[src/rtl/act_lut_interp_pipe.sv]
// act_lut_interp_pipe: pipelined piecewise-linear activation.
// A 2^ADDR_W-entry runtime-writable table gives the segment end points and a
// linear interpolation between neighbouring entries gives the result.
// Three register stages (S1 table read, S2 multiply, S3 add), valid/ready
// handshake, global stall when the output is blocked.
// Optional build macro ACT_ROUND_EN: round-half-up interpolation instead of floor.
// Parameters must satisfy 2 <= ADDR_W < DATA_W.
`timescale 1ns/1ps
module act_lut_interp_pipe #(
  parameter int DATA_W = 8,
  parameter int ADDR_W = 4
) (
  input  logic              clk,
  input  logic              rst,
  input  logic              in_valid,
  output logic              in_ready,
  input  logic [DATA_W-1:0] in_z,
  output logic              out_valid,
  input  logic              out_ready,
  output logic [DATA_W-1:0] out_a,
  input  logic              lut_we,
  input  logic [ADDR_W-1:0] lut_waddr,
  input  logic [DATA_W-1:0] lut_wdata
);

  localparam int FRAC_W = DATA_W - ADDR_W;
  localparam int DEPTH  = 1 << ADDR_W;
  // Product width: (DATA_W+1)-bit signed delta times FRAC_W-bit unsigned remainder.
  localparam int PROD_W = DATA_W + FRAC_W + 1;
  // Most positive segment index: its upper neighbour would wrap to the most
  // negative entry, so that segment is held flat instead.
  localparam logic [ADDR_W-1:0] TOP_ADDR = ADDR_W'((1 << (ADDR_W - 1)) - 1);
`ifdef ACT_ROUND_EN
  localparam logic [PROD_W-1:0] HALF_LSB = PROD_W'(1) << (FRAC_W - 1);
`endif

  // Table storage (register file so it can be restored to the identity ramp on reset).
  logic [DATA_W-1:0] lut_q [DEPTH];

  // Global advance enable: everything moves only when the output slot is free.
  logic en;

  // S1 (input split and table read) signals.
  logic [ADDR_W-1:0] addr_d;
  logic [ADDR_W-1:0] nidx_d;
  logic [FRAC_W-1:0] rem_d;
  logic [DATA_W-1:0] base_d;
  logic [DATA_W-1:0] next_d;
  logic              v1_q;
  logic [DATA_W-1:0] base1_q;
  logic [DATA_W-1:0] next1_q;
  logic [FRAC_W-1:0] rem1_q;

  // S2 (slope times remainder) signals.
  logic [DATA_W:0]   delta_d;
  logic [PROD_W-1:0] delta_x;
  logic [PROD_W-1:0] rem_x;
  logic [PROD_W-1:0] prod_d;
  logic              v2_q;
  logic [DATA_W-1:0] base2_q;
  logic [PROD_W-1:0] prod2_q;

  // S3 (final add) signals.
  logic [PROD_W-1:0] prod_adj_d;
  logic [DATA_W-1:0] a_d;
  logic              v3_q;
  logic [DATA_W-1:0] a3_q;

  assign en        = !v3_q || out_ready;
  assign in_ready  = en;
  assign out_valid = v3_q;
  assign out_a     = a3_q;

  // Table: identity ramp on reset (entry k = k in the integer bits), writes land at
  // the clock edge regardless of stalls; a same-cycle S1 read sees the old value.
  always_ff @(posedge clk or negedge rst) begin
    if (!rst) begin
      for (int k = 0; k < DEPTH; k++) begin
        lut_q[k] <= {ADDR_W'(k), {FRAC_W{1'b0}}};
      end
    end else if (lut_we) begin
      lut_q[lut_waddr] <= lut_wdata;
    end
  end

  // S1 combinational: split z into segment index and fraction, pick both end points.
  always_comb begin
    addr_d = in_z[DATA_W-1:FRAC_W];
    rem_d  = in_z[FRAC_W-1:0];
    nidx_d = (addr_d == TOP_ADDR) ? addr_d : addr_d + ADDR_W'(1);
    base_d = lut_q[addr_d];
    next_d = lut_q[nidx_d];
  end

  // S1 register: captured end points and fraction of the accepted sample.
  always_ff @(posedge clk or negedge rst) begin
    if (!rst) begin
      v1_q    <= 1'b0;
      base1_q <= '0;
      next1_q <= '0;
      rem1_q  <= '0;
    end else if (en) begin
      v1_q    <= in_valid;
      base1_q <= base_d;
      next1_q <= next_d;
      rem1_q  <= rem_d;
    end
  end

  // S2 combinational: signed slope across the segment scaled by the fraction.
  always_comb begin
    delta_d = {next1_q[DATA_W-1], next1_q} - {base1_q[DATA_W-1], base1_q};
    delta_x = {{(PROD_W - DATA_W - 1){delta_d[DATA_W]}}, delta_d};
    rem_x   = {{(PROD_W - FRAC_W){1'b0}}, rem1_q};
    prod_d  = delta_x * rem_x;
  end

  // S2 register: base passes alongside the product.
  always_ff @(posedge clk or negedge rst) begin
    if (!rst) begin
      v2_q    <= 1'b0;
      base2_q <= '0;
      prod2_q <= '0;
    end else if (en) begin
      v2_q    <= v1_q;
      base2_q <= base1_q;
      prod2_q <= prod_d;
    end
  end

  // S3 combinational: scale product back to table units and add to base.
  // The result stays between the two end points, so truncation cannot overflow.
  always_comb begin
`ifdef ACT_ROUND_EN
    prod_adj_d = prod2_q + HALF_LSB;
`else
    prod_adj_d = prod2_q;
`endif
    a_d = base2_q + DATA_W'($signed(prod_adj_d) >>> FRAC_W);
  end

  // S3 register: output slot, held while the consumer stalls.
  always_ff @(posedge clk or negedge rst) begin
    if (!rst) begin
      v3_q <= 1'b0;
      a3_q <= '0;
    end else if (en) begin
      v3_q <= v2_q;
      a3_q <= a_d;
    end
  end

endmodule

[config.mk]
export PLATFORM = sky130hd
export DESIGN_NAME = act_lut_interp_pipe
export DESIGN_NICKNAME = d
export VERILOG_FILES = /design/src/rtl/act_lut_interp_pipe.sv
export SDC_FILE = /design/constraint.sdc
export NUM_CORES = 1
export LEC_CHECK = 0
export CAP_MARGIN = 40
export CORE_ASPECT_RATIO = 1.75
export CORE_MARGIN = 8
export CORE_UTILIZATION = 55
export CTS_CLUSTER_SIZE = 24
export DETAILED_ROUTE_END_ITERATION = 6
export MAX_ROUTING_LAYER = met4
export PLACE_DENSITY = 0.8
export RECOVER_POWER = 25
export SETUP_SLACK_MARGIN = 0.4
export SYNTH_ARGS = -nofsm -noshare
export SYNTH_HDL_FRONTEND = slang
export SYNTH_SLANG_ARGS = --single-unit
[constraint.sdc]
create_clock -name clk -period 6.1 [get_ports clk]
set_clock_uncertainty 0.1 [all_clocks]
set_input_delay 1.22 -clock clk [delete_from_list [all_inputs] [get_ports clk]]
set_output_delay 1.22 -clock clk [all_outputs]
set_load 0.02 [all_outputs]
==> impl_metrics.tcl <==
set metrics [dict create \
    outcome "finished, violations left" \
    violated_checks "capacitance limit, slew limit" \
    synth_warnings 0 \
    cts_made_buffers 17 \
    hold_end "v2_q" \
    vias_in_the_first_global_route 8162 \
    layout_common_cells "149 x nand2_1, 143 x dfrtp_1, 137 x mux2_2" \
    avgRoutedWirePerCell_microns 20.76 \
    sequential_cell_area_sq_um 4419 \
    die_height_microns 199.3 \
    routed_wl_mm 25.83 \
    final_core_util 0.6151 \
    power-per-cell-area_nw_per_um2 512.2 \
    initial_utilization 0.5550 \
    yosysTopAreaCell "dfrtp_1" \
    drt_first_pass_iters 5 \
    drv_slew 82 \
    hp-start "v2_q" \
    gp_congestion 0.8641 \
    die_area_sq_um 24070 \
    antenna_found_initial 0 \
    diodes 0 \
    synth_sequential_area_ratio 0.4184 \
    largest_net_degree_at_the_start_of_global_routing 82 \
    final_layout_size_suffix_gt1_frac 0.2612 \
    max_frequency_ghz 0.1905 \
    timing_hold_violations_final 0 \
    cp.arrival_ns 5.51 \
    rr_startpoint "base1_q[1]" \
    detail-route-antenna-nets 0 \
    fillCellCount 1478 \
    row_count 67 \
    fin_crit_ns 5.248 \
    post-synth-top-area-fraction 0.3388 \
    io_pins 35 \
    min_path_cells 2 \
    global_route.peak_usage_layer "met2" \
    use_met3 0.03310 \
    hold_path.class "flip-flop to flip-flop" \
    global_route.usage.met1 0.2384 \
    worst-setup-path-type "flip-flop to flip-flop" \
    tritoncts "done" \
    worstSetupEndpointType "flip-flop" \
    postSynthCellCount 976 \
    p_total_mw 5.995 \
    syn_nets 1053 \
    die-width_microns 120.8 \
    max_cap_violations 1 \
    maximum_level_of_the_cts_h_tree 4 \
    dr.first_iter.drc_count 524 \
    finalNetCount 1067 \
    grt_first_pass_wirelength_mm 42.41 \
    leading_register_cell_type_out_of_synthesis "dfrtp_1" \
    tns_ns 0 \
    area_of_combinational_cells_with_multiple_inputs_sq_um 5695 \
    vias 7803 \
    cts.repair_timing.setup_buffer_count 0 \
    rsz0062_at_grt "false" \
    met2_track_utilization_from_global_routing 0.4060 \
    synth-edff-count 0 \
    finalSetupViolCount 0 \
    synth.lib_cells_used.distinct 60 \
    worst_setup_path_start_kind "flip-flop" \
    mostFrequentLayoutCell "nand2_1" \
    vdd.ir_drop.worst_v 0.0003734 \
    overflow 0 \
    worst_slew_margin -1.306 \
    max-clock-path-buffers 2 \
    synth.avg_cell_area_sq_um 10.82 \
    clock_insertion_delay_worst_skew_ns 0.44 \
    worst_setup_hold_path_clk_slew_ns 0.07 \
    cts.root.buffer_cell "clkbuf_16" \
    core_area_sq_um 19030 \
    placed_area_sq_um 11120 \
    final_cell_area_sq_um 11710 \
    synth_seq_cells 175 \
    area_added_between_synthesis_and_finish_pct 10.83 \
    vias_per_cell 6.273 \
    synthArstFlopShare 1.000 \
    drc_errors 0 \
    worst_ep_required_ns 6.36 \
    timing.reg2reg.setup_slack_ns 0.85 \
    syn_area_sq_um 10560 \
    worst_r2r_path_depth 20 \
    timing.critical_path.fanout_max 4 \
    worst_slew_pin_slew_ns 3.459 \
    clkSinkCount 175 \
    total_leakage_power_nw 5.031 \
    port_buffer_count 34 \
    synth.top_cells.by_area "dfrtp_1 34%, mux2_2 15%, dfstp_2 8.0%" \
    dp_hpwl_mm 17.95 \
    final.period_utilization 0.8604 \
    global_router_s_overall_resource_usage 0.2321 \
    regToRegEndpoint "prod2_q[11]" \
    ctsHoldBuffers 0 \
]
==> repair_timing <==
item | 4_1_cts | 5_1_grt
hold endpoints to repair | 0 | 0
endpoints found under the setup margin | 0 | 3
gates resized for setup | 0 | 1
==> power breakdown <==
group	internal [mW]	switching, mW
Sequential	1.55	0.253
Clock	0.639	0.469
Combinational	1.46	1.62
Total	3.65	2.35
==> area by class of cell <==
| type | instances | area share |
|---|---|---|
| Multi-Input combinational cell | 693 | 0.4866 |
| Sequential cell | 175 | 0.3776 |
| Timing Repair Buffer | 55 | 0.04319 |
| Clock buffer | 21 | 0.04019 |
| Tap cell | 241 | 0.02576 |
| Inverter | 48 | 0.01539 |
| Clock inverter | 11 | 0.01133 |
==> metrics by stage <==
stage	hold slack, ns	setup slack [ns]	cells
CTS	0.3689	0.7768	1244
global placement	0.3446	0.9232	1199
detailed placement	0.3545	0.8089	1212
floorplan	0.3300	1.200	976
global route	0.4063	0.3025	1244
finish	0.3667	0.8518	1244
==> how the worst max path moves through the flow <==
stage | start | end | slack, ns | cells past startpoint
3_3_place_gp | base1_q[1] | prod2_q[11] | 0.92 | 20
4_1_cts | base1_q[1] | prod2_q[10] | 0.78 | 20
6_report | base1_q[1] | prod2_q[11] | 0.85 | 20
2_1_floorplan | base1_q[1] | prod2_q[11] | 1.20 | 20
3_5_place_dp | base1_q[1] | prod2_q[10] | 0.81 | 20
5_1_grt | rst | out_a[5] | 0.30 | 2
==> cell usage after synthesis, types with 2 or more instances <==
| cell type | number |
|---|---|
| nand2_1 | 149 |
| dfrtp_1 | 143 |
| mux2_2 | 137 |
| inv_1 | 47 |
| nand3_1 | 37 |
| mux2i_1 | 36 |
| nor2_1 | 36 |
| ha_1 | 35 |
| clkbuf_1 | 34 |
| dfstp_2 | 32 |
| o21ai_0 | 26 |
| mux4_2 | 24 |
| a21oi_1 | 19 |
| nor2b_1 | 19 |
| and2_1 | 18 |
| fa_1 | 17 |
| a31oi_1 | 16 |
| a32oi_1 | 16 |
| buf_2 | 15 |
| o221ai_1 | 15 |
| nand2b_1 | 12 |
| xnor2_1 | 11 |
| nor3_1 | 10 |
| nor3b_1 | 8 |
| buf_6 | 6 |
| xor2_1 | 6 |
| a211oi_1 | 4 |
| nand3b_1 | 4 |
| a21boi_0 | 3 |
| buf_1 | 3 |
| o21ai_1 | 3 |
| buf_4 | 2 |
| nor4b_1 | 2 |
| o21a_1 | 2 |
| o2bb2ai_1 | 2 |
| or2_2 | 2 |
| or3_1 | 2 |
==> registers in the layout, indices dropped and copies added (netlist names), 4 cells and up <==
name     cells
base2_q      8
lut_q      128
prod2_q      8
rem1_q       4
next1_q      8
out_a        8
base1_q      8
==> worst max-delay path, stage by stage (launching register included) <==
cell,delay [ns]
dfrtp_1,0.37
inv_1,0.08
ha_1,0.29
nor2b_1,0.12
o21ai_0,0.22
a21boi_0,0.18
o21ai_0,0.29
a21boi_0,0.22
nor3b_1,0.25
ha_1,0.28
fa_1,0.53
inv_1,0.05
fa_1,0.53
inv_1,0.04
ha_1,0.20
or3_4,0.41
a2111oi_4,0.33
nor2_2,0.12
a211oi_2,0.21
xnor3_1,0.23
o21ai_1,0.12
==> per-layer routing <==
layer | part of all wire | up-vias
li1 | - | 3460
met1 | 0.35 | 3958
met2 | 0.54 | 280
met3 | 0.046 | 105
met4 | 0.058 | 0
met5 | 0 | -
==> logic make-up (layout without fill, tap and decap cells) <==
logic type,count (synthesis),after routing,synth area share
simple gates,308,308,0.1373
buf+inv,108,135,0.04514
compound gates,117,117,0.07641
mux,198,198,0.2328
fa+ha+maj,52,52,0.07369
xor+xnor,18,18,0.01623
flops,175,175,0.4184
Power figures use the tool's default switching activity.
